`config.mk`:
```
export PLATFORM = sky130hd
export DESIGN_NAME = systolic_ctrl
export DESIGN_NICKNAME = d
export VERILOG_FILES = /design/src/rtl/systolic_ctrl.sv
export SDC_FILE = /design/constraint.sdc
export NUM_CORES = 1
export LEC_CHECK = 0
export BUFFER_PORTS_ARGS = -buffer_cell sky130_fd_sc_hd__buf_4
export CORE_ASPECT_RATIO = 0.8
export CORE_MARGIN = 2
export CORE_UTILIZATION = 50
export CTS_BUF_LIST = sky130_fd_sc_hd__clkbuf_8
export CTS_CLUSTER_DIAMETER = 40
export CTS_CLUSTER_SIZE = 20
export DETAILED_ROUTE_END_ITERATION = 8
export GPL_ROUTABILITY_DRIVEN = 0
export PLACE_DENSITY = 0.78
export REMOVE_ABC_BUFFERS = 1
export SETUP_SLACK_MARGIN = 0.5
export SKIP_CTS_REPAIR_TIMING = 1
export SLEW_MARGIN = 20
export SYNTH_ARGS = -nofsm -noshare
export SYNTH_HDL_FRONTEND = slang
export SYNTH_SLANG_ARGS = --single-unit
```
`constraint.sdc`:
```
create_clock -name clk -period 4.15 [get_ports clk]
set_input_delay 0.2075 -clock clk [delete_from_list [all_inputs] [get_ports clk]]
set_output_delay 0.2075 -clock clk [all_outputs]
set_load 0.03 [all_outputs]
```
`src/rtl/systolic_ctrl.sv`:
```
// systolic_ctrl: sequencing controller for the systolic-array top level.
// Runs one matrix pass per accepted start: weight load, weight push,
// activation load, compute with skew flush, and result drain.
// It drives the buffer and array enables only and never touches data.
// Optional feature macro: SA_CTRL_WEIGHT_REUSE_EN. When it is defined, a start
// with reuse_weight=1 skips the weight phases once a tile has been loaded.
module systolic_ctrl #(
    parameter int unsigned ARRAY_WIDTH = 4,
    parameter int unsigned ROW_CNT_W   = 8,
    parameter int unsigned PIPE_LAT    = 4
) (
    input  logic                 clk,
    input  logic                 rst,
    input  logic                 start,
    input  logic [ROW_CNT_W-1:0] num_rows,
    input  logic                 reuse_weight,
    output logic                 busy,
    output logic                 done,
    input  logic                 w_valid,
    output logic                 w_ready,
    input  logic                 a_valid,
    output logic                 a_ready,
    output logic                 res_valid,
    input  logic                 res_ready,
    output logic                 weight_buffer_load_en,
    output logic                 weight_buffer_out_en,
    output logic                 write_weight_en,
    output logic                 input_buffer_load_en,
    output logic                 input_buffer_out_en,
    output logic                 output_buffer_load_en,
    output logic                 output_buffer_out_en
);

    // The counter must hold the longest phase, PIPE_LAT+M+N-1 at the largest M.
    localparam int unsigned MAX_ROWS = (1 << ROW_CNT_W) - 1;
    localparam int unsigned CNT_MAX  = PIPE_LAT + MAX_ROWS + ARRAY_WIDTH;
    localparam int unsigned CNT_W    = $clog2(CNT_MAX + 1);

    typedef enum logic [2:0] {
        S_IDLE    = 3'd0,
        S_W_LOAD  = 3'd1,
        S_W_PUSH  = 3'd2,
        S_A_LOAD  = 3'd3,
        S_COMPUTE = 3'd4,
        S_DRAIN   = 3'd5,
        S_DONE    = 3'd6
    } state_t;

    state_t               state_q;
    state_t               state_d;
    logic [CNT_W-1:0]     cnt_q;
    logic [CNT_W-1:0]     cnt_d;
    logic [ROW_CNT_W-1:0] rows_q;
    logic [ROW_CNT_W-1:0] rows_d;

    // Phase end points, all derived from the latched row count.
    logic [CNT_W-1:0] rows_ext;
    logic [CNT_W-1:0] n_last;
    logic [CNT_W-1:0] m_last;
    logic [CNT_W-1:0] feed_last;
    logic [CNT_W-1:0] cap_first;
    logic [CNT_W-1:0] comp_last;

`ifdef SA_CTRL_WEIGHT_REUSE_EN
    logic tile_loaded_q;
    logic tile_loaded_d;
`else
    logic unused_reuse;
    assign unused_reuse = reuse_weight;
`endif

    // Phase boundary constants from the latched row count.
    always_comb begin
        rows_ext  = CNT_W'(rows_q);
        n_last    = CNT_W'(ARRAY_WIDTH - 1);
        m_last    = rows_ext - CNT_W'(1);
        feed_last = rows_ext + CNT_W'(ARRAY_WIDTH) - CNT_W'(2);
        cap_first = CNT_W'(PIPE_LAT);
        comp_last = cap_first + feed_last;
    end

    // State, counter and latched row-count registers with synchronous reset.
    always_ff @(posedge clk) begin
        if (!rst) begin
            state_q <= S_IDLE;
            cnt_q   <= '0;
            rows_q  <= '0;
        end else begin
            state_q <= state_d;
            cnt_q   <= cnt_d;
            rows_q  <= rows_d;
        end
    end

`ifdef SA_CTRL_WEIGHT_REUSE_EN
    // Remembers that a weight tile sits in the array since the last reset.
    always_ff @(posedge clk) begin
        if (!rst) begin
            tile_loaded_q <= 1'b0;
        end else begin
            tile_loaded_q <= tile_loaded_d;
        end
    end
`endif

    // Next-state, counter update and enable decode.
    always_comb begin
        state_d               = state_q;
        cnt_d                 = cnt_q;
        rows_d                = rows_q;
`ifdef SA_CTRL_WEIGHT_REUSE_EN
        tile_loaded_d         = tile_loaded_q;
`endif
        busy                  = 1'b0;
        done                  = 1'b0;
        w_ready               = 1'b0;
        a_ready               = 1'b0;
        res_valid             = 1'b0;
        weight_buffer_load_en = 1'b0;
        weight_buffer_out_en  = 1'b0;
        write_weight_en       = 1'b0;
        input_buffer_load_en  = 1'b0;
        input_buffer_out_en   = 1'b0;
        output_buffer_load_en = 1'b0;
        output_buffer_out_en  = 1'b0;

        case (state_q)
            S_IDLE: begin
                // A zero-row start would have nothing to drain, so it is dropped.
                if (start && (num_rows != '0)) begin
                    rows_d  = num_rows;
                    cnt_d   = '0;
                    state_d = S_W_LOAD;
`ifdef SA_CTRL_WEIGHT_REUSE_EN
                    if (reuse_weight && tile_loaded_q) begin
                        state_d = S_A_LOAD;
                    end
`endif
                end
            end

            S_W_LOAD: begin
                busy                  = 1'b1;
                w_ready               = 1'b1;
                weight_buffer_load_en = w_valid;
                if (w_valid) begin
                    if (cnt_q == n_last) begin
                        cnt_d   = '0;
                        state_d = S_W_PUSH;
                    end else begin
                        cnt_d = cnt_q + CNT_W'(1);
                    end
                end
            end

            S_W_PUSH: begin
                busy                 = 1'b1;
                weight_buffer_out_en = 1'b1;
                write_weight_en      = 1'b1;
                if (cnt_q == n_last) begin
                    cnt_d   = '0;
                    state_d = S_A_LOAD;
`ifdef SA_CTRL_WEIGHT_REUSE_EN
                    tile_loaded_d = 1'b1;
`endif
                end else begin
                    cnt_d = cnt_q + CNT_W'(1);
                end
            end

            S_A_LOAD: begin
                busy                 = 1'b1;
                a_ready              = 1'b1;
                input_buffer_load_en = a_valid;
                if (a_valid) begin
                    if (cnt_q == m_last) begin
                        cnt_d   = '0;
                        state_d = S_COMPUTE;
                    end else begin
                        cnt_d = cnt_q + CNT_W'(1);
                    end
                end
            end

            S_COMPUTE: begin
                // Feed window covers M rows plus the N-1 cycle skew flush;
                // capture window is the same length shifted by the pipe latency.
                busy                  = 1'b1;
                input_buffer_out_en   = (cnt_q <= feed_last);
                output_buffer_load_en = (cnt_q >= cap_first);
                if (cnt_q == comp_last) begin
                    cnt_d   = '0;
                    state_d = S_DRAIN;
                end else begin
                    cnt_d = cnt_q + CNT_W'(1);
                end
            end

            S_DRAIN: begin
                busy                 = 1'b1;
                res_valid            = 1'b1;
                output_buffer_out_en = res_ready;
                if (res_ready) begin
                    if (cnt_q == m_last) begin
                        cnt_d   = '0;
                        state_d = S_DONE;
                    end else begin
                        cnt_d = cnt_q + CNT_W'(1);
                    end
                end
            end

            S_DONE: begin
                busy    = 1'b1;
                done    = 1'b1;
                cnt_d   = '0;
                state_d = S_IDLE;
            end

            default: begin
                cnt_d   = '0;
                state_d = S_IDLE;
            end
        endcase
    end

endmodule

```
==> flow_summary_export.csv <==
group,metric,value,unit
outcome,status,"completed",
detailed_routing,ant_nets,0,
synth,syn_inst,262,
global_routing,grt_usage,20.71,%
detailed_routing,vias,1873,
floorplan,dieArea,0.004617,mm2
global_routing,grt_pass1_vias,1628,
final_layout,antenna_cells,0,
synth,ys_seq_elements,20,
power_and_ir_drop,power_frac_clock,17.0,%
floorplan,pin_count,27,
timing,rsz0062_at_grt,"false",
final_layout,drive_above_1_share,15.07,%
timing,hold_viol,0,
timing,fmax,338.9,MHz
final_layout,multi_input_area,0.001485,mm2
floorplan,start_util,53.02,%
synth,synth_area_leader_cell,"dfxtp_1",
synth,synth_top_family_by_area,"simple AND/OR/NAND/NOR gates",
clocking,cts_tree,"done",
setup_path,start_kind,"register",
power_and_ir_drop,comb_power_share,52.1,%
synth,yosysTopAreaCellShare,19.60,%
detailed_routing,firstDrtPassIters,4,
synth,synth.top_cells.by_area,"dfxtp_1 20%, ha_1 9.2%, mux2i_1 5.9%, nor2b_1 5.5%, xnor2_1 5.1%",
power_and_ir_drop,power_density,395.0,mW/mm2
synth,synth_area_per_cell,7.799,um2
synth,async_reset_ff_share,0,%
synth,yosys_warnings,0,
detailed_routing,drtIter0Drc,137,
synth,synth_simple_gate_area_share,28.78,%
detailed_routing,drc_errors,0,
timing,drv_slew,0,
detailed_routing,wl_per_cell,14.34,um
placed_design,io_buffer_count,25,
clocking,insertion_delay,0.26,ns
detailed_routing,wl,4689,um
detailed_routing,vias_per_cell,5.728,
setup_path,cp.arrival,3.13,ns
clocking,cts.reportedPaths.clkPinSlew,0.08,ns
detailed_routing,met2_length,2149,um
power_and_ir_drop,pwr-share-seq,30.9,%
timing,period_needed,2.951,ns
final_layout,fin_nets,303,
clocking,cts_num_sinks,20,
final_layout,final_util,58.67,%
global_routing,grt_max_degree,15,
setup_path,crit_path_max_fanout,9,
setup_path,cp-end-kind,"register",
power_and_ir_drop,p_int,0.0004977,W
global_routing,overflow,0,
power_and_ir_drop,p_leak,1.004,nW
floorplan,row_count,20,
final_layout,area_growth,10.66,%
timing,setup-tns-final,0,ns
floorplan,die_h,61.18,um
power_and_ir_drop,power.net_switching,0.0003954,W
synth,synth_xor_area_share,8.941,%
floorplan,core_region_area,0.003854,mm2
synth,synth_cell_type_count,54,
power_and_ir_drop,netSwitchingFraction,44.28,%
timing,worstMarginPinSlew,1.055,ns
synth,synthAdderAreaFrac,9.186,%
setup_path,critical_path_class,"register to register",
timing,setup_violations,0,
clocking,numCtsBuffers,3,
global_routing,grt_pass1_wl,7369,um
synth,syn_area,0.002043,mm2
final_layout,register_area,400.4,um2
synth,ys.flop_type,"dfxtp_1",
global_routing,grt_antenna_before_repair,0,
detailed_routing,m1WireLength,2248,um
timing,skew,0.001036,ns
timing,fin_ws,1.199,ns
detailed_routing,highest_layer,"met4",
detailed_routing,wl_met3,280,um
clocking,cts_max_path_buffers,2,
clocking,cts_root_buf,"clkbuf_8",
setup_path,crit_required,4.33,ns
synth,ys_seq_area_share,19.60,%
final_layout,nFillCells,371,
synth,synth_mux_area_share,5.879,%
placed_design,dp_slack,1.338,ns
min_path,min_path_type,"input pin to register",
timing,maxSlewHeadroom,29.70,%
placed_design,dp_hpwl,3631,um
synth,synth_edf_count,0,
flow_run,cap_violations,0,
power_and_ir_drop,peakVddDrop,0.2895,mV
timing,finalCritPeriodShare,71.10,%
floorplan,die_x,75.47,um
synth,synth_compound_area_share,19.90,%
clocking,htree_levels,1,
-- worst paths after layout --
check | startpoint | end | slack, ns | depth (start not counted)
setup / recovery | rows_q[1] | state_q[0] | 1.20 | 10
setup reg to reg | rows_q[1] | state_q[0] | 1.20 | 10
hold / removal | num_rows[5] | rows_q[5] | 0.21 | 3
hold reg to reg | cnt_q[0] | cnt_q[0] | 0.55 | 2
-- worst max-delay path: stages (launching register included) --
cell	delay, ns
dfxtp_1	0.39
inv_1	0.11
ha_1	0.16
nor2b_1	0.40
a21oi_1	0.13
a211o_1	0.31
a211oi_1	0.40
a31oi_2	0.29
nor2_1	0.34
nand3_1	0.14
o22ai_1	0.19
-- power by group through the flow --
stage	sequential (W)	clock, W	combinational (W)
2_1_floorplan	0.000265	0	0.000354
3_3_place_gp	0.000280	0	0.000448
3_5_place_dp	0.000280	0	0.000459
4_1_cts	0.000276	0.000154	0.000461
5_1_grt	0.000281	0.000161	0.000507
6_report	0.000276	0.000152	0.000465
-- per-layer routing --
layer  up-vias  track usage [%]
met5         -                0
met1       868            29.62
met2        56            33.66
li1        947                -
met3         2            4.092
met4         0            2.256
-- state kept, by name, summed over array words and instances (netlist names) --
| signal | count |
|---|---|
| rows_q | 8 |
| state_q | 3 |
| cnt_q | 9 |
-- cell families (layout without fill, tap and decap cells) --
kind of cell	Yosys count	in the layout
XOR/XNOR	20	20
multiplexers	12	12
adder cells (fa/ha/maj)	15	15
AO/OA/AOI/OAI	52	52
flip-flops	20	20
AND/OR/NAND/NOR	107	107
buffers and inverters	36	46
-- cells in the final DEF (no fill, tap or decap), types with 4 or more instances in the layout --
| master | instances |
|---|---|
| inv_1 | 17 |
| a211oi_1 | 4 |
| mux2i_1 | 12 |
| buf_4 | 25 |
| a21oi_1 | 5 |
| nand3_1 | 8 |
| clkbuf_8 | 4 |
| nor2_1 | 17 |
| nor4_1 | 4 |
| and2_1 | 6 |
| xnor2_1 | 12 |
| o21ai_0 | 9 |
| nor3_1 | 10 |
| nand2_1 | 27 |
| dfxtp_1 | 20 |
| and3_1 | 4 |
| o21a_1 | 6 |
| ha_1 | 15 |
| xor2_1 | 7 |
| o221ai_1 | 5 |
| nor2b_1 | 18 |
-- cell type report --
| type | instances | share of cell area (%) |
|---|---|---|
| repair buffers | 25 | 8.301 |
| multi-input cells | 206 | 65.69 |
| clock buffers | 4 | 2.435 |
| well taps | 55 | 3.044 |
| inverters | 17 | 2.822 |
| flip-flops and latches | 20 | 17.71 |
-- Yosys cell counts (all sizes together), types with 2 or more instances --
| cell type | n |
|---|---|
| nand2 | 27 |
| dfxtp | 20 |
| nor2b | 18 |
| inv | 17 |
| nor2 | 17 |
| ha | 15 |
| xnor2 | 13 |
| clkbuf | 12 |
| mux2i | 12 |
| nand3 | 10 |
| nor3 | 10 |
| o21ai | 9 |
| buf | 7 |
| xor2 | 7 |
| and2 | 6 |
| o21a | 6 |
| a21oi | 5 |
| nor4 | 5 |
| o221ai | 5 |
| a211oi | 4 |
| and3 | 4 |
| or2 | 4 |
| a221oi | 3 |
| a211o | 2 |
| a311oi | 2 |
| a31oi | 2 |
| a32o | 2 |
| a41oi | 2 |
| nand3b | 2 |
| o22ai | 2 |
-- per-stage QoR --
step                      area (um2)  power (W)  instances  hold slack [ns]
final                           2261  0.0008931        327           0.2128
after global routing            2261  0.0009493        327           0.2166
after CTS                       2261  0.0008909        327           0.2173
after detailed placement        2206  0.0007387        323           0.4861
after global placement          2206  0.0007277        323           0.4722
after floorplan                 1949  0.0006191        243           0.3340
Note: power is estimated with default switching activity, not from simulation.
